## src/rtl/usb_pkg.sv

```systemverilog
// Shared USB definitions: PID codes, CRC16 constants and the receive decoder state encoding.
package usb_pkg;

  localparam logic [7:0] PID_OUT   = 8'hE1;
  localparam logic [7:0] PID_IN    = 8'h69;
  localparam logic [7:0] PID_SOF   = 8'hA5;
  localparam logic [7:0] PID_SETUP = 8'h2D;
  localparam logic [7:0] PID_DATA0 = 8'hC3;
  localparam logic [7:0] PID_DATA1 = 8'h4B;
  localparam logic [7:0] PID_ACK   = 8'hD2;
  localparam logic [7:0] PID_NAK   = 8'h5A;
  localparam logic [7:0] PID_STALL = 8'h1E;

  // Reflected CRC16: residue is what the register holds after data plus its complemented CRC.
  localparam logic [15:0] CRC16_POLY    = 16'hA001;
  localparam logic [15:0] CRC16_INIT    = 16'hFFFF;
  localparam logic [15:0] CRC16_RESIDUE = 16'hB001;

  typedef enum logic [2:0] {
    ST_IDLE,
    ST_WAIT_RESP,
    ST_PID,
    ST_HSK,
    ST_DATA,
    ST_CHECK,
    ST_DRAIN
  } dec_state_e;

endpackage

```

## src/rtl/usb_packet_decode_if.sv

```systemverilog
// UTMI receive bus plus RX FIFO write port seen by the packet decoder.
interface usb_packet_decode_if;
  logic       rx_active;
  logic       rx_valid;
  logic       rx_error;
  logic [7:0] rx_data;
  logic       fifo_full;
  logic [7:0] fifo_wdata;
  logic       fifo_write;

  modport master (
    output rx_active, rx_valid, rx_error, rx_data, fifo_full,
    input  fifo_wdata, fifo_write
  );

  modport slave (
    input  rx_active, rx_valid, rx_error, rx_data, fifo_full,
    output fifo_wdata, fifo_write
  );
endinterface

```

## src/rtl/usb_crc16_rx.sv

```systemverilog
// Byte-wide CRC16 next-state function (reflected, LSB first); the caller holds the register.
module usb_crc16_rx
  import usb_pkg::*;
(
  input  logic [15:0] crc_i,
  input  logic [7:0]  data_i,
  output logic [15:0] crc_o
);

  logic [15:0] c;

  always_comb begin
    c = crc_i;
    for (int unsigned i = 0; i < 8; i++) begin
      if (c[0] ^ data_i[i]) c = (c >> 1) ^ CRC16_POLY;
      else                  c = c >> 1;
    end
    crc_o = c;
  end

endmodule

```

## src/rtl/usb_packet_decode.sv

```systemverilog
// Host-side UTMI receive decoder: classifies handshake/DATA packets, checks PID, toggle
// and CRC16, and streams payload bytes (minus trailing CRC) into the RX FIFO.
module usb_packet_decode
  import usb_pkg::*;
#(
  parameter int unsigned MAX_PAYLOAD  = 32,
  parameter int unsigned RESP_TIMEOUT = 96
) (
  input  logic                clk,
  input  logic                reset,
  usb_packet_decode_if.slave  utmi,
  input  logic                in_transfer,
  input  logic                hs_transfer,
  input  logic                expected_toggle,
  output logic                ack_received,
  output logic                nak_received,
  output logic                stall_received,
  output logic                data_done,
  output logic                ack_request,
  output logic [5:0]          rx_bytes,
  output logic                err_pid,
  output logic                err_crc,
  output logic                err_toggle,
  output logic                err_overflow,
  output logic                err_timeout
);

  localparam logic [7:0] MAX_P8 = 8'(MAX_PAYLOAD);
  localparam logic [7:0] TMO8   = 8'(RESP_TIMEOUT);

  dec_state_e  state_q, state_d;
  logic        kind_data_q, kind_data_d;
  logic [7:0]  tmo_q, tmo_d;
  logic [7:0]  pid_q, pid_d;
  logic [7:0]  dly0_q, dly0_d, dly1_q, dly1_d;
  logic [7:0]  cnt_q, cnt_d;
  logic [15:0] crc_q, crc_d, crc_nxt;
  logic        pulsed_q, pulsed_d;
  logic [7:0]  wdata_q, wdata_d;
  logic        write_q, write_d;
  logic        ack_q, ack_d, nak_q, nak_d, stall_q, stall_d;
  logic        done_q, done_d, areq_q, areq_d;
  logic [5:0]  rxb_q, rxb_d;
  logic        epid_q, epid_d, ecrc_q, ecrc_d, etog_q, etog_d;
  logic        eovf_q, eovf_d, etmo_q, etmo_d;
  logic [7:0]  tmo_inc, payload;
  logic        any_pulse;

  usb_crc16_rx u_crc (
    .crc_i  (crc_q),
    .data_i (utmi.rx_data),
    .crc_o  (crc_nxt)
  );

  assign tmo_inc = (tmo_q == 8'hFF) ? tmo_q : tmo_q + 8'd1;
  assign payload = cnt_q - 8'd2;

  always_comb begin
    state_d     = state_q;
    kind_data_d = kind_data_q;
    tmo_d       = tmo_q;
    pid_d       = pid_q;
    dly0_d      = dly0_q;
    dly1_d      = dly1_q;
    cnt_d       = cnt_q;
    crc_d       = crc_q;
    wdata_d     = wdata_q;
    write_d     = 1'b0;
    rxb_d       = rxb_q;
    ack_d       = 1'b0;
    nak_d       = 1'b0;
    stall_d     = 1'b0;
    done_d      = 1'b0;
    areq_d      = 1'b0;
    epid_d      = 1'b0;
    ecrc_d      = 1'b0;
    etog_d      = 1'b0;
    eovf_d      = 1'b0;
    etmo_d      = 1'b0;

    if (state_q != ST_IDLE && utmi.rx_error) begin
      epid_d  = !pulsed_q;
      state_d = ST_DRAIN;
    end else begin
      unique case (state_q)
        ST_IDLE: begin
          if (utmi.rx_active) begin
            state_d = ST_DRAIN;
          end else if (in_transfer || hs_transfer) begin
            state_d     = ST_WAIT_RESP;
            tmo_d       = '0;
            kind_data_d = in_transfer;
          end
        end
        ST_WAIT_RESP: begin
          if (utmi.rx_active) begin
            state_d = ST_PID;
          end else begin
            tmo_d = tmo_inc;
            if (tmo_inc == TMO8) begin
              etmo_d  = 1'b1;
              state_d = ST_IDLE;
            end
          end
        end
        ST_PID: begin
          if (utmi.rx_valid) begin
            pid_d = utmi.rx_data;
            cnt_d = '0;
            crc_d = CRC16_INIT;
            if (utmi.rx_data[7:4] != ~utmi.rx_data[3:0]) begin
              epid_d  = 1'b1;
              state_d = ST_DRAIN;
            end else if (!kind_data_q && (utmi.rx_data == PID_ACK ||
                         utmi.rx_data == PID_NAK || utmi.rx_data == PID_STALL)) begin
              state_d = ST_HSK;
            end else if (kind_data_q && (utmi.rx_data == PID_DATA0 ||
                         utmi.rx_data == PID_DATA1)) begin
              state_d = ST_DATA;
            end else begin
              epid_d  = 1'b1;
              state_d = ST_DRAIN;
            end
          end else if (!utmi.rx_active) begin
            epid_d  = 1'b1;
            state_d = ST_IDLE;
          end
        end
        ST_HSK: begin
          if (!utmi.rx_active) begin
            state_d = ST_IDLE;
            if (pid_q == PID_ACK)      ack_d   = 1'b1;
            else if (pid_q == PID_NAK) nak_d   = 1'b1;
            else                       stall_d = 1'b1;
          end else if (utmi.rx_valid) begin
            epid_d  = 1'b1;
            state_d = ST_DRAIN;
          end
        end
        ST_DATA: begin
          // Verdict is registered on the falling rx_active edge; CHECK is a one-cycle settle.
          if (!utmi.rx_active) begin
            state_d = ST_CHECK;
            if (cnt_q < 8'd2 || crc_q != CRC16_RESIDUE) begin
              ecrc_d = 1'b1;
            end else if (pid_q[3] != expected_toggle) begin
              etog_d = 1'b1;
              areq_d = 1'b1;
            end else begin
              done_d = 1'b1;
              areq_d = 1'b1;
              rxb_d  = payload[5:0];
            end
          end else if (utmi.rx_valid) begin
            crc_d  = crc_nxt;
            dly0_d = utmi.rx_data;
            dly1_d = dly0_q;
            if (cnt_q != 8'hFF) cnt_d = cnt_q + 8'd1;
            if (cnt_q >= 8'd2) begin
              if (payload >= MAX_P8 || utmi.fifo_full) begin
                eovf_d  = 1'b1;
                state_d = ST_DRAIN;
              end else begin
                write_d = 1'b1;
                wdata_d = dly1_q;
              end
            end
          end
        end
        ST_CHECK: state_d = ST_IDLE;
        ST_DRAIN: if (!utmi.rx_active) state_d = ST_IDLE;
        default:  state_d = ST_IDLE;
      endcase
    end

    any_pulse = ack_d | nak_d | stall_d | done_d | areq_d | epid_d | ecrc_d |
                etog_d | eovf_d | etmo_d;
    pulsed_d  = (state_q == ST_IDLE) ? 1'b0 : (pulsed_q | any_pulse);
  end

  always_ff @(posedge clk) begin
    if (reset) begin
      state_q     <= ST_IDLE;
      kind_data_q <= 1'b0;
      tmo_q       <= '0;
      pid_q       <= '0;
      dly0_q      <= '0;
      dly1_q      <= '0;
      cnt_q       <= '0;
      crc_q       <= CRC16_INIT;
      pulsed_q    <= 1'b0;
      wdata_q     <= '0;
      write_q     <= 1'b0;
      rxb_q       <= '0;
      {ack_q, nak_q, stall_q, done_q, areq_q} <= '0;
      {epid_q, ecrc_q, etog_q, eovf_q, etmo_q} <= '0;
    end else begin
      state_q     <= state_d;
      kind_data_q <= kind_data_d;
      tmo_q       <= tmo_d;
      pid_q       <= pid_d;
      dly0_q      <= dly0_d;
      dly1_q      <= dly1_d;
      cnt_q       <= cnt_d;
      crc_q       <= crc_d;
      pulsed_q    <= pulsed_d;
      wdata_q     <= wdata_d;
      write_q     <= write_d;
      rxb_q       <= rxb_d;
      {ack_q, nak_q, stall_q, done_q, areq_q} <= {ack_d, nak_d, stall_d, done_d, areq_d};
      {epid_q, ecrc_q, etog_q, eovf_q, etmo_q} <= {epid_d, ecrc_d, etog_d, eovf_d, etmo_d};
    end
  end

  assign utmi.fifo_wdata = wdata_q;
  assign utmi.fifo_write = write_q;
  assign ack_received    = ack_q;
  assign nak_received    = nak_q;
  assign stall_received  = stall_q;
  assign data_done       = done_q;
  assign ack_request     = areq_q;
  assign rx_bytes        = rxb_q;
  assign err_pid         = epid_q;
  assign err_crc         = ecrc_q;
  assign err_toggle      = etog_q;
  assign err_overflow    = eovf_q;
  assign err_timeout     = etmo_q;

endmodule

```

## src/flat_wrapper.sv

```systemverilog
// flat-port wrapper written by rule: the top's interface ports become plain ports
module usb_packet_decode_flat import usb_pkg::*;
#(
  parameter int unsigned MAX_PAYLOAD  = 32,
  parameter int unsigned RESP_TIMEOUT = 96
)
  (clk, reset, in_transfer, hs_transfer, expected_toggle, ack_received, nak_received, stall_received, data_done, ack_request, rx_bytes, err_pid, err_crc, err_toggle, err_overflow, err_timeout, utmi_rx_active, utmi_rx_valid, utmi_rx_error, utmi_rx_data, utmi_fifo_full, utmi_fifo_wdata, utmi_fifo_write);
  usb_packet_decode_if utmi_i ();
  input  logic clk;
  input  logic reset;
  input  logic in_transfer;
  input  logic hs_transfer;
  input  logic expected_toggle;
  output logic ack_received;
  output logic nak_received;
  output logic stall_received;
  output logic data_done;
  output logic ack_request;
  output logic [5:0] rx_bytes;
  output logic err_pid;
  output logic err_crc;
  output logic err_toggle;
  output logic err_overflow;
  output logic err_timeout;
  input wire logic [$bits(utmi_i.rx_active)-1:0] utmi_rx_active;
  input wire logic [$bits(utmi_i.rx_valid)-1:0] utmi_rx_valid;
  input wire logic [$bits(utmi_i.rx_error)-1:0] utmi_rx_error;
  input wire logic [$bits(utmi_i.rx_data)-1:0] utmi_rx_data;
  input wire logic [$bits(utmi_i.fifo_full)-1:0] utmi_fifo_full;
  output wire logic [$bits(utmi_i.fifo_wdata)-1:0] utmi_fifo_wdata;
  output wire logic [$bits(utmi_i.fifo_write)-1:0] utmi_fifo_write;
  assign utmi_i.rx_active = utmi_rx_active;
  assign utmi_i.rx_valid = utmi_rx_valid;
  assign utmi_i.rx_error = utmi_rx_error;
  assign utmi_i.rx_data = utmi_rx_data;
  assign utmi_i.fifo_full = utmi_fifo_full;
  assign utmi_fifo_wdata = utmi_i.fifo_wdata;
  assign utmi_fifo_write = utmi_i.fifo_write;
  usb_packet_decode #(.MAX_PAYLOAD(MAX_PAYLOAD), .RESP_TIMEOUT(RESP_TIMEOUT)) u_core (.clk(clk), .reset(reset), .utmi(utmi_i), .in_transfer(in_transfer), .hs_transfer(hs_transfer), .expected_toggle(expected_toggle), .ack_received(ack_received), .nak_received(nak_received), .stall_received(stall_received), .data_done(data_done), .ack_request(ack_request), .rx_bytes(rx_bytes), .err_pid(err_pid), .err_crc(err_crc), .err_toggle(err_toggle), .err_overflow(err_overflow), .err_timeout(err_timeout));
endmodule
```

## config.mk

```make
export PLATFORM = sky130hd
export DESIGN_NAME = usb_packet_decode_flat
export DESIGN_NICKNAME = d
export VERILOG_FILES = /design/src/rtl/usb_pkg.sv /design/src/rtl/usb_packet_decode_if.sv /design/src/rtl/usb_crc16_rx.sv /design/src/rtl/usb_packet_decode.sv /design/src/flat_wrapper.sv
export SDC_FILE = /design/constraint.sdc
export NUM_CORES = 1
export LEC_CHECK = 0
export ABC_CLOCK_PERIOD_IN_PS = 4000
export CELL_PAD_IN_SITES_DETAIL_PLACEMENT = 1
export CELL_PAD_IN_SITES_GLOBAL_PLACEMENT = 2
export CORE_MARGIN = 5
export CORE_UTILIZATION = 37
export DETAILED_ROUTE_END_ITERATION = 8
export PLACE_DENSITY = 0.95
export SYNTH_ARGS = -nofsm -noshare
export SYNTH_HDL_FRONTEND = slang
export SYNTH_SLANG_ARGS = --single-unit
```

## constraint.sdc

```tcl
create_clock -name clk -period 4 [get_ports clk]
set_input_delay 1 -clock clk [delete_from_list [all_inputs] [get_ports clk]]
set_output_delay 1 -clock clk [all_outputs]
set_load 0.01 [all_outputs]
```

==> results.sh <==
export IMPL_layout_commonest_cell="dfxtp_1"
export IMPL_grt_pass1_wl_mm=18.8
export IMPL_status="finished clean"
export IMPL_syn_avg_cell_area_um2=8.18
export IMPL_slew_violations=0
export IMPL_cts_resized=0
export IMPL_io_pins=42
export IMPL_holdPathStages=2
export IMPL_critPathLaunchType="input pin"
export IMPL_grtUsageTotal_pct=17.6
export IMPL_crit_path_start="utmi_rx_data[2]"
export IMPL_grt_overflow=0
export IMPL_postCtsHoldBufs=0
export IMPL_async_reset_ff_share_pct=0
export IMPL_ys_seq_area_share_pct=41.7
export IMPL_maxCapViolCount=0
export IMPL_initial_utilization_pct=37.9
export IMPL_drt_iter0_markers=211
export IMPL_die_w_um=116
export IMPL_worstReg2RegStart="u_core.cnt_q[1]"
export IMPL_synth_fp_nets=528
export IMPL_cts_clk_slew_worst_paths_ns=0.09
export IMPL_min_period_over_period_pct=73.6
export IMPL_cp_arrival_ns=3.16
export IMPL_ys_warn_count=0
export IMPL_diodes=0
export IMPL_grt_antenna_before_repair=0
export IMPL_worstMarginPinSlew_ns=0.611
export IMPL_grt_max_degree=39
export IMPL_ant_nets=0
export IMPL_place_area_um2=4640
export IMPL_rsz0062_at_grt="no"
export IMPL_fmax_mhz=340
export IMPL_wl_met1_mm=5.12
export IMPL_highest_layer="met4"
export IMPL_crit_slowest_cell="clkdlybuf4s50_1"
export IMPL_syn_to_final_growth_pct=16.6
export IMPL_fin_nets=556
export IMPL_end_kind="flop"
export IMPL_period_needed_ns=2.94
export IMPL_rr_worst_depth=6
export IMPL_cts_setup_buffers=0
export IMPL_required_ns=4.21
export IMPL_power_density_nw_per_um2=392
export IMPL_final_cell_mix="dfxtp_1, nand2_1, a21oi_1, nor2_1, clkdlybuf4s50_1"
export IMPL_final_seq_area_um2=1720
export IMPL_leakagePower_nw=1.65
export IMPL_drc=0
export IMPL_relSlewSlack_pct=59.2
export IMPL_cts_inserted_buffers=9
export IMPL_cp_num_buf_inv=1
export IMPL_final_hold_violation_count=0
export IMPL_multiInputGateArea_um2=2230
export IMPL_clock_sinks=86
export IMPL_row_count=38
export IMPL_path_class="input pin to flop"
export IMPL_routedWlPerCell_um=16.7
export IMPL_root_buffer="clkbuf_8"
export IMPL_dpl_hpwl_mm=8.36
export IMPL_synth_edf_count=0
export IMPL_hp_class="flop to flop"
export IMPL_max_stage_delay_ns=0.59
export IMPL_yosysUniqueCellTypes=59
export IMPL_cts_max_level=3
export IMPL_portBuffers=41
export IMPL_place_congestion=0.873
export IMPL_core_um2=10900
export IMPL_cp_num_cells=7
export IMPL_synth_area_top_cells="dfxtp_1, nand2_1, a21oi_1"
export IMPL_critical_path_most_common_cell="xor2_1"
export IMPL_cp_max_fo=6
export IMPL_finalInstanceArea_um2=4810
export IMPL_setup_viol=0
export IMPL_netlist_instances=505
export IMPL_routed_via_density=5.49
export IMPL_finalWorstSetupSlack_ns=1.06
export IMPL_critPathTopFamily="XOR/XNOR gates"
export IMPL_met2_length_mm=5.45
export IMPL_clock_skew_ns=0.00725
export IMPL_die_area_um2=13400
export IMPL_syn_area_um2=4130
export IMPL_cts_tree="built"
export IMPL_tns_ns=0
export IMPL_ys_ff_latch=86
export IMPL_clk_path_buf_depth=2
export IMPL_synth_top_area_share_pct=41.7
export IMPL_yosysTopAreaCell="dfxtp_1"
export IMPL_fp_dieH_um=116
export IMPL_grt_pass1_vias=3822
export IMPL_wl_met3_um=561
export IMPL_drt_first_pass_iters=4
export IMPL_drive_gt1_share_pct=5.76
export IMPL_peakVddDrop_v=0.000160
export IMPL_routed_via_count=3719
export IMPL_routed_wl_mm=11.3
export IMPL_place_ws_ns=0.676
export IMPL_path_cells="clkdlybuf4s50_1, xor2_1, xor2_1, xnor3_1, xor2_1, xnor2_1, a41oi_1"
export IMPL_synthFlopType="dfxtp_1"
export IMPL_clock_latency_ns=0.37
export IMPL_min_from="u_core.dly0_q[2]"
export IMPL_fill_cells=1306
-- metal layers --
metal | up-vias | track usage (%)
met5 | - | 0
met4 | 0 | 6.03
met3 | 16 | 4.28
met2 | 84 | 29.4
met1 | 1800 | 22.4
li1 | 1819 | -
-- power breakdown --
group          switching, mW  internal, mW  total (mW)
Sequential            0.0571         0.891       0.948
Combinational          0.223         0.147       0.370
Clock                  0.339         0.231       0.570
-- layout make-up --
class	count	area share, %
Clock buffer	10	2.65
Clock inverter	6	0.962
Inverter	14	1.09
Multi-Input combinational cell	374	46.4
Sequential cell	86	35.8
Tap cell	140	3.64
Timing Repair Buffer	48	9.51
-- synthesized netlist by cell type (all sizes together) (7+ instances only) --
library cell  number
or3                8
dfxtp             86
mux2i             11
nor2              43
nor3              15
nor3b              8
nand2             81
o22ai             11
xor2              11
inv               14
nand3             20
a21oi             46
clkbuf            25
xnor2             18
o21ai             21
nor2b              7
-- per-stage QoR --
| stage | total power [mW] | util (%) | cells | hold slack [ns] |
|---|---|---|---|---|
| after detailed placement | 1.33 | 42.6 | 662 | 0.446 |
| final | 1.89 | 44.2 | 678 | 0.452 |
| after global routing | 1.99 | 44.2 | 678 | 0.474 |
| after CTS | 1.91 | 44.2 | 678 | 0.460 |
| after floorplan | 1.21 | - | 505 | 0.432 |
| after global placement | 1.32 | 42.6 | 662 | 0.437 |
-- flip-flops by register name, indices dropped and copies added, names as in the netlist, 3 cells and up --
signal,flops
u_core.dly0_q,8
u_core.state_q,3
u_core.crc_q,16
u_core.rx_bytes,6
u_core.pid_q,8
u_core.cnt_q,8
u_core.tmo_q,8
u_core.utmi.fifo_wdata,8
u_core.dly1_q,8
-- worst paths after layout --
kind	to	slack, ns
max	u_core.crc_q[0]	1.06
min	u_core.dly1_q[2]	0.45
max reg2reg	u_core.state_q[1]	1.58
min reg2reg	u_core.dly1_q[2]	0.45
-- worst min-delay path, delay by kind of cell (launching register included) --
| family | cells | cell delay (ns) |
|---|---|---|
| compound gates | 1 | 0.05 |
| flops | 1 | 0.32 |
| simple gates | 1 | 0.05 |
-- kinds of logic (layout without fill, tap and decap cells) --
kind of cell               Yosys count  count (layout)  share of synthesized area (%)
AOI/OAI and AO/OA                  110             110                           16.3
xor gates and xnor gates            31              31                           7.61
adders and majority gates            6               6                           1.82
buffers and inverters               45              78                           4.21
DFF                                 86              86                           41.7
muxes                               13              13                           3.21
and+or+nand+nor                    214             214                           25.1
No activity file was read; power rests on OpenSTA's default activity.
